### src/rtl/fractional_n_pkg.sv
// fractional_n_pkg: shared constants and types for the fractional-N divider.
package fractional_n_pkg;
    localparam int P_W = 5;
    localparam int S_W = 3;
    localparam int INT_W = P_W + S_W;
    localparam int FRAC_W = 24;
    localparam int N_MIN = (2**S_W) * (2**S_W - 1);
    localparam int N_MAX = 2**INT_W - 1;
    typedef logic signed [3:0] mash_t;
endpackage

### src/rtl/mash111_modulator.sv
// mash111_modulator: three cascaded accumulators with noise-shaped carry recombination.
module mash111_modulator
    import fractional_n_pkg::*;
#(
    parameter int FRAC_WIDTH = FRAC_W
) (
    input  logic                  Fin,
    input  logic                  rst_n,
    input  logic                  step_en,
    input  logic [FRAC_WIDTH-1:0] Fraction,
    output mash_t                 mash_out
);
    logic [FRAC_WIDTH-1:0] acc1, acc2, acc3;
    logic [FRAC_WIDTH:0] s1, s2, s3;
    logic c1, c2, c3, c2_d, c3_d, c3_dd;

    assign s1 = {1'b0, acc1} + {1'b0, Fraction};
    assign s2 = {1'b0, acc2} + {1'b0, s1[FRAC_WIDTH-1:0]};
    assign s3 = {1'b0, acc3} + {1'b0, s2[FRAC_WIDTH-1:0]};

    always_ff @(posedge Fin or negedge rst_n) begin
        if (!rst_n) begin
            {acc1, acc2, acc3} <= '0;
            {c1, c2, c3, c2_d, c3_d, c3_dd} <= '0;
        end else if (step_en) begin
            acc1 <= s1[FRAC_WIDTH-1:0];
            acc2 <= s2[FRAC_WIDTH-1:0];
            acc3 <= s3[FRAC_WIDTH-1:0];
            c1 <= s1[FRAC_WIDTH];
            c2 <= s2[FRAC_WIDTH];
            c3 <= s3[FRAC_WIDTH];
            c2_d <= c2;
            c3_d <= c3;
            c3_dd <= c3_d;
        end
    end

    // 4-bit wrap in intermediates is harmless: the final sum always lies in -3..+4
    assign mash_out = $signed({3'b0, c1}) + $signed({3'b0, c2}) - $signed({3'b0, c2_d})
                    + $signed({3'b0, c3}) - $signed({2'b0, c3_d, 1'b0}) + $signed({3'b0, c3_dd});
endmodule

### src/rtl/fractional_n_divider.sv
// fractional_n_divider: pulse-swallow divider whose ratio is dithered by a MASH 1-1-1 modulator.
// Define FRACN_DITHER_EN to XOR a 16-bit LFSR bit into Fraction bit 0 each period.
module fractional_n_divider
    import fractional_n_pkg::*;
#(
    parameter int P_WIDTH = P_W,
    parameter int S_WIDTH = S_W,
    parameter int INT_WIDTH = INT_W,
    parameter int FRAC_WIDTH = FRAC_W
) (
    input  logic                  Fin,
    input  logic                  rst_n,
    input  logic [INT_WIDTH-1:0]  Integer,
    input  logic [FRAC_WIDTH-1:0] Fraction,
    output logic                  Fout
);
    localparam logic signed [INT_WIDTH+1:0] N_LO = (INT_WIDTH+2)'((2**S_WIDTH) * (2**S_WIDTH - 1));
    localparam logic signed [INT_WIDTH+1:0] N_HI = (INT_WIDTH+2)'(2**INT_WIDTH - 1);
    localparam logic [S_WIDTH:0] PRE_LONG = (S_WIDTH+1)'(2**S_WIDTH);
    localparam logic [S_WIDTH:0] PRE_SHORT = (S_WIDTH+1)'(2**S_WIDTH - 1);

    logic run, ld;
    logic [S_WIDTH:0] pre, pre_n;
    logic [P_WIDTH-1:0] p_left, p_n;
    logic [S_WIDTH-1:0] s_left, s_n;
    logic [FRAC_WIDTH-1:0] frac;
    logic signed [INT_WIDTH+1:0] n_raw;
    logic [INT_WIDTH-1:0] n_ld;
    mash_t mash_out;

    // the first edge after reset loads a period just like a period end does
    assign ld = Fout | ~run;

`ifdef FRACN_DITHER_EN
    logic [15:0] lfsr;
    always_ff @(posedge Fin or negedge rst_n) begin
        if (!rst_n) lfsr <= 16'hACE1;
        else if (ld) lfsr <= {lfsr[0] ^ lfsr[2] ^ lfsr[3] ^ lfsr[5], lfsr[15:1]};
    end
    assign frac = Fraction ^ {{(FRAC_WIDTH-1){1'b0}}, lfsr[0]};
`else
    assign frac = Fraction;
`endif

    mash111_modulator #(.FRAC_WIDTH(FRAC_WIDTH)) u_mash (
        .Fin(Fin),
        .rst_n(rst_n),
        .step_en(ld),
        .Fraction(frac),
        .mash_out(mash_out)
    );

    assign n_raw = $signed({2'b0, Integer}) + (INT_WIDTH+2)'(mash_out);
    assign n_ld = n_raw < N_LO ? N_LO[INT_WIDTH-1:0] : n_raw > N_HI ? N_HI[INT_WIDTH-1:0] : n_raw[INT_WIDTH-1:0];

    // pre counts down one prescaler cycle; the first s_left cycles of a period are one longer
    always_comb begin
        p_n = ld ? n_ld[INT_WIDTH-1:S_WIDTH] - 1'b1 : pre == '0 ? p_left - 1'b1 : p_left;
        s_n = ld ? n_ld[S_WIDTH-1:0] : (pre == '0 && s_left != '0) ? s_left - 1'b1 : s_left;
        pre_n = (ld || pre == '0) ? (s_n != '0 ? PRE_LONG : PRE_SHORT) : pre - 1'b1;
    end

    always_ff @(posedge Fin or negedge rst_n) begin
        if (!rst_n) begin
            {run, pre, p_left, s_left, Fout} <= '0;
        end else begin
            run <= 1'b1;
            pre <= pre_n;
            p_left <= p_n;
            s_left <= s_n;
            Fout <= pre_n == '0 && p_n == '0;
        end
    end
endmodule

### config.mk
export PLATFORM = sky130hd
export DESIGN_NAME = fractional_n_divider
export DESIGN_NICKNAME = d
export VERILOG_FILES = /design/src/rtl/fractional_n_pkg.sv /design/src/rtl/mash111_modulator.sv /design/src/rtl/fractional_n_divider.sv
export SDC_FILE = /design/constraint.sdc
export NUM_CORES = 1
export LEC_CHECK = 0
export CAP_MARGIN = 20
export CORE_UTILIZATION = 45
export CTS_BUF_LIST = sky130_fd_sc_hd__clkbuf_16
export CTS_CLUSTER_DIAMETER = 50
export DETAILED_ROUTE_END_ITERATION = 10
export GPL_TIMING_DRIVEN = 1
export PLACE_DENSITY = 0.69
export SYNTH_ARGS = -nofsm -noshare
export SYNTH_HDL_FRONTEND = slang
export SYNTH_SLANG_ARGS = --single-unit
### constraint.sdc
create_clock -name Fin -period 7.8 [get_ports Fin]
set_input_delay 1.56 -clock Fin [delete_from_list [all_inputs] [get_ports Fin]]
set_output_delay 1.56 -clock Fin [all_outputs]
set_load 0.02 [all_outputs]
==> summary.txt <==
Post-Place Cells - 1145
Synth area leader - dfrtp_1
Worst Path Arrival - 7150 ps
FF-to-FF setup slack - 2180 ps
Crit path buffers/inverters - 1
Total core area - 16700 µm²
Global-route wire length before repair - 29700 µm
RR Startpoint - u_mash.acc1[0]$_DFFE_PN0N_
Initial antenna violation count - 0
CP top delay family - compound AO/OA/AOI/OAI gates
Reg2Reg Depth - 24
GPL Wtd Cong - 0.873
H-tree lvl count - 3
DR WL/cell - 14.6 µm
YS warnings - 0
Seq/Total Area, Yosys - 0.298
Class of the worst hold path - flip-flop to flip-flop
R2R Path End - u_mash.acc3[22]$_DFFE_PN0N_
Mapped Cells - 913
1st-pass router iterations - 5
CP max stage cell - fa_1
Setup Total Neg Slack - 0 ps
# hold bufs at CTS - 0
Grt ovf - 0
Share of layout cells above drive strength 1 - 0.0542
CTS tree - built
Slew at the pin closest to its max-slew limit - 1040 ps
Max Cap Violations - 0
Largest net degree at the start of global routing - 94
CP Capture Type - flip-flop
Outcome - complete, no violations
Routed WL - 17000 µm
CP max stage delay - 430 ps
Final ANT Viol Nets - 0
DIE AREA - 17700 µm²
Crit Path Max Fanout - 6
Effective utilization at floorplan - 0.463
Layout net count - 1061
Yosys top cell area share - 0.298
Post-synth EDFFs - 0
WHS Endpoint - u_mash.acc1[0]$_DFFE_PN0N_
Cells on Worst Hold Path - 2
CTS Buffer Depth - 2
Boundary Pins - 35
CTS resizes - 0
GRT Total Usage - 0.206
Hold Violations, Final - 0
Worst-case clock skew - 8.54 ps
Main area contributors after synthesis - dfrtp_1 30%, ha_1 14%, nand2_1 7.4%
Clk sinks - 92
Synthesized area per cell - 8.47 µm²
Port Buf Inserts - 34
Syn nets - 1038
Row count - 47
Die Ht - 133 µm
Ant diodes - 0
Num CTS Buffers - 9
Max Slew Vio Count - 0
Worst hold start - u_mash.acc1[0]$_DFFE_PN0N_
Vias in the first global route - 6371
Initial DRC count - 322
Final Non-Filler Cells - 1161
Post-CTS setup buffer count - 0
Final worst-path cycle share - 0.880
RSZ-0062 raised after global routing - no
Final HPWL DP - 12300 µm
Vias - 6506
Top_reg_cell synth - dfrtp_1
Distinct cells, synth - 74
Core Util, Final - 0.516
Critical path launch point type - input pin
Die X - 133 µm
Vias/cell - 5.60
Classification of the worst setup path - input pin to flip-flop
CP startpoint - Fraction[0]
Worst endpoint required time - 8080 ps
Final setup vio count - 0
Mapped cell area - 7730 µm²
Clock root buffer master - clkbuf_16
DRC errors left - 0
Area Growth Syn to Fin - 11.4%
Minimum clock period - 6870 ps
Clock Pin Slew Worst Setup and Hold Paths - 70 ps
Slew headroom - 0.306
Max Fclk - 146 MHz
Skew-Pair Late Insertion Delay - 350 ps
Post-synth ARST share - 1.00
Seq cells post-synth - 92
per-layer routing:
layer / vias to the layer above / wire [µm] / track usage
met1: 3052 / 8430 / 0.277
met2: 85 / 7820 / 0.342
li1: 3354 / - / -
met3: 15 / 526 / 0.0369
met5: - / 0 / 0
met4: 0 / 212 / 0.0499
tightest hold or removal path, stage by stage (launching register included):
cell,delay [ps]
dfrtp_1,350
nand2_1,50
nand2_1,50
synthesized netlist by cell type (4+ instances only):
library cell / instances
a211oi_1: 16
a21o_1: 26
a21oi_1: 67
a31oi_1: 5
and2_1: 4
and3_1: 6
and4_1: 4
clkbuf_1: 20
dfrtp_1: 92
fa_1: 6
ha_1: 85
inv_1: 32
mux2_2: 15
nand2_1: 152
nand2b_1: 11
nand3_1: 21
nand4_1: 7
nor2_1: 65
nor2b_1: 6
nor3_1: 23
nor3b_1: 5
nor4_1: 4
o2111ai_1: 4
o211ai_1: 9
o21a_1: 16
o21ai_0: 51
o21bai_1: 8
o22ai_1: 6
o31ai_1: 8
or3_1: 8
or4_1: 4
xnor2_1: 48
xor2_1: 15
cells in the final DEF (no fill, tap or decap), types with 16 or more instances in the layout:
cell type / count
clkdlybuf4s50_1: 33
nor2_1: 65
nand3_1: 21
nand2_1: 152
a21oi_1: 67
a21o_1: 26
nor3_1: 23
inv_1: 33
xnor2_1: 48
dfrtp_1: 92
a211oi_1: 16
o21a_1: 16
o21ai_0: 51
ha_1: 85
through the flow:
step	setup WS (ps)	cell area, µm²	hold slack [ps]
2_1_floorplan	1610	7730	443
4_1_cts	935	8620	476
5_1_grt	371	8620	485
3_3_place_gp	647	8290	456
6_report	933	8620	471
3_5_place_dp	568	8290	461
worst max path at each step:
stage | endpoint | slack [ps] | depth (start not counted)
floorplan | u_mash.acc3[22]$_DFFE_PN0N_ | 1610 | 24
global placement | u_mash.acc3[22]$_DFFE_PN0N_ | 650 | 25
detailed placement | u_mash.acc3[23]$_DFFE_PN0N_ | 570 | 25
CTS | u_mash.acc3[23]$_DFFE_PN0N_ | 930 | 25
global route | u_mash.acc3[21]$_DFFE_PN0N_ | 370 | 25
finish | u_mash.acc3[22]$_DFFE_PN0N_ | 930 | 25
sequential cells by signal (all words and copies together) (netlist names):
signal        cells
u_mash.acc2      24
u_mash.acc3      24
u_mash.c2_d       1
u_mash.c1         1
u_mash.c2         1
Fout              1
u_mash.c3_d       1
run               1
u_mash.c3         1
u_mash.acc1      24
pre               4
u_mash.c3_dd      1
s_left            3
p_left            5
logic make-up (layout without fill, tap and decap cells):
logic type      count (synthesis)  in the layout  synth area share
flops                          92             92             0.298
simple gates                  335            335             0.202
other cells                     1              1          0.000485
compound gates                256            256             0.221
fa+ha+maj                      91             91             0.153
mux                            18             18            0.0259
xor+xnor                       63             63            0.0713
buf+inv                        57             85            0.0283
area by class of cell:
class | instances | area (µm²)
Clock buffer | 9 | 225
Clock inverter | 7 | 106
Fill cell | 1623 | 8080
Inverter | 32 | 120
Multi-Input combinational cell | 764 | 5230
Sequential cell | 92 | 2300
Tap cell | 220 | 275
Timing Repair Buffer | 37 | 360
Power is not shown: default switching activity piles up to over one toggle a cycle in this logic, so the estimate is an artifact.
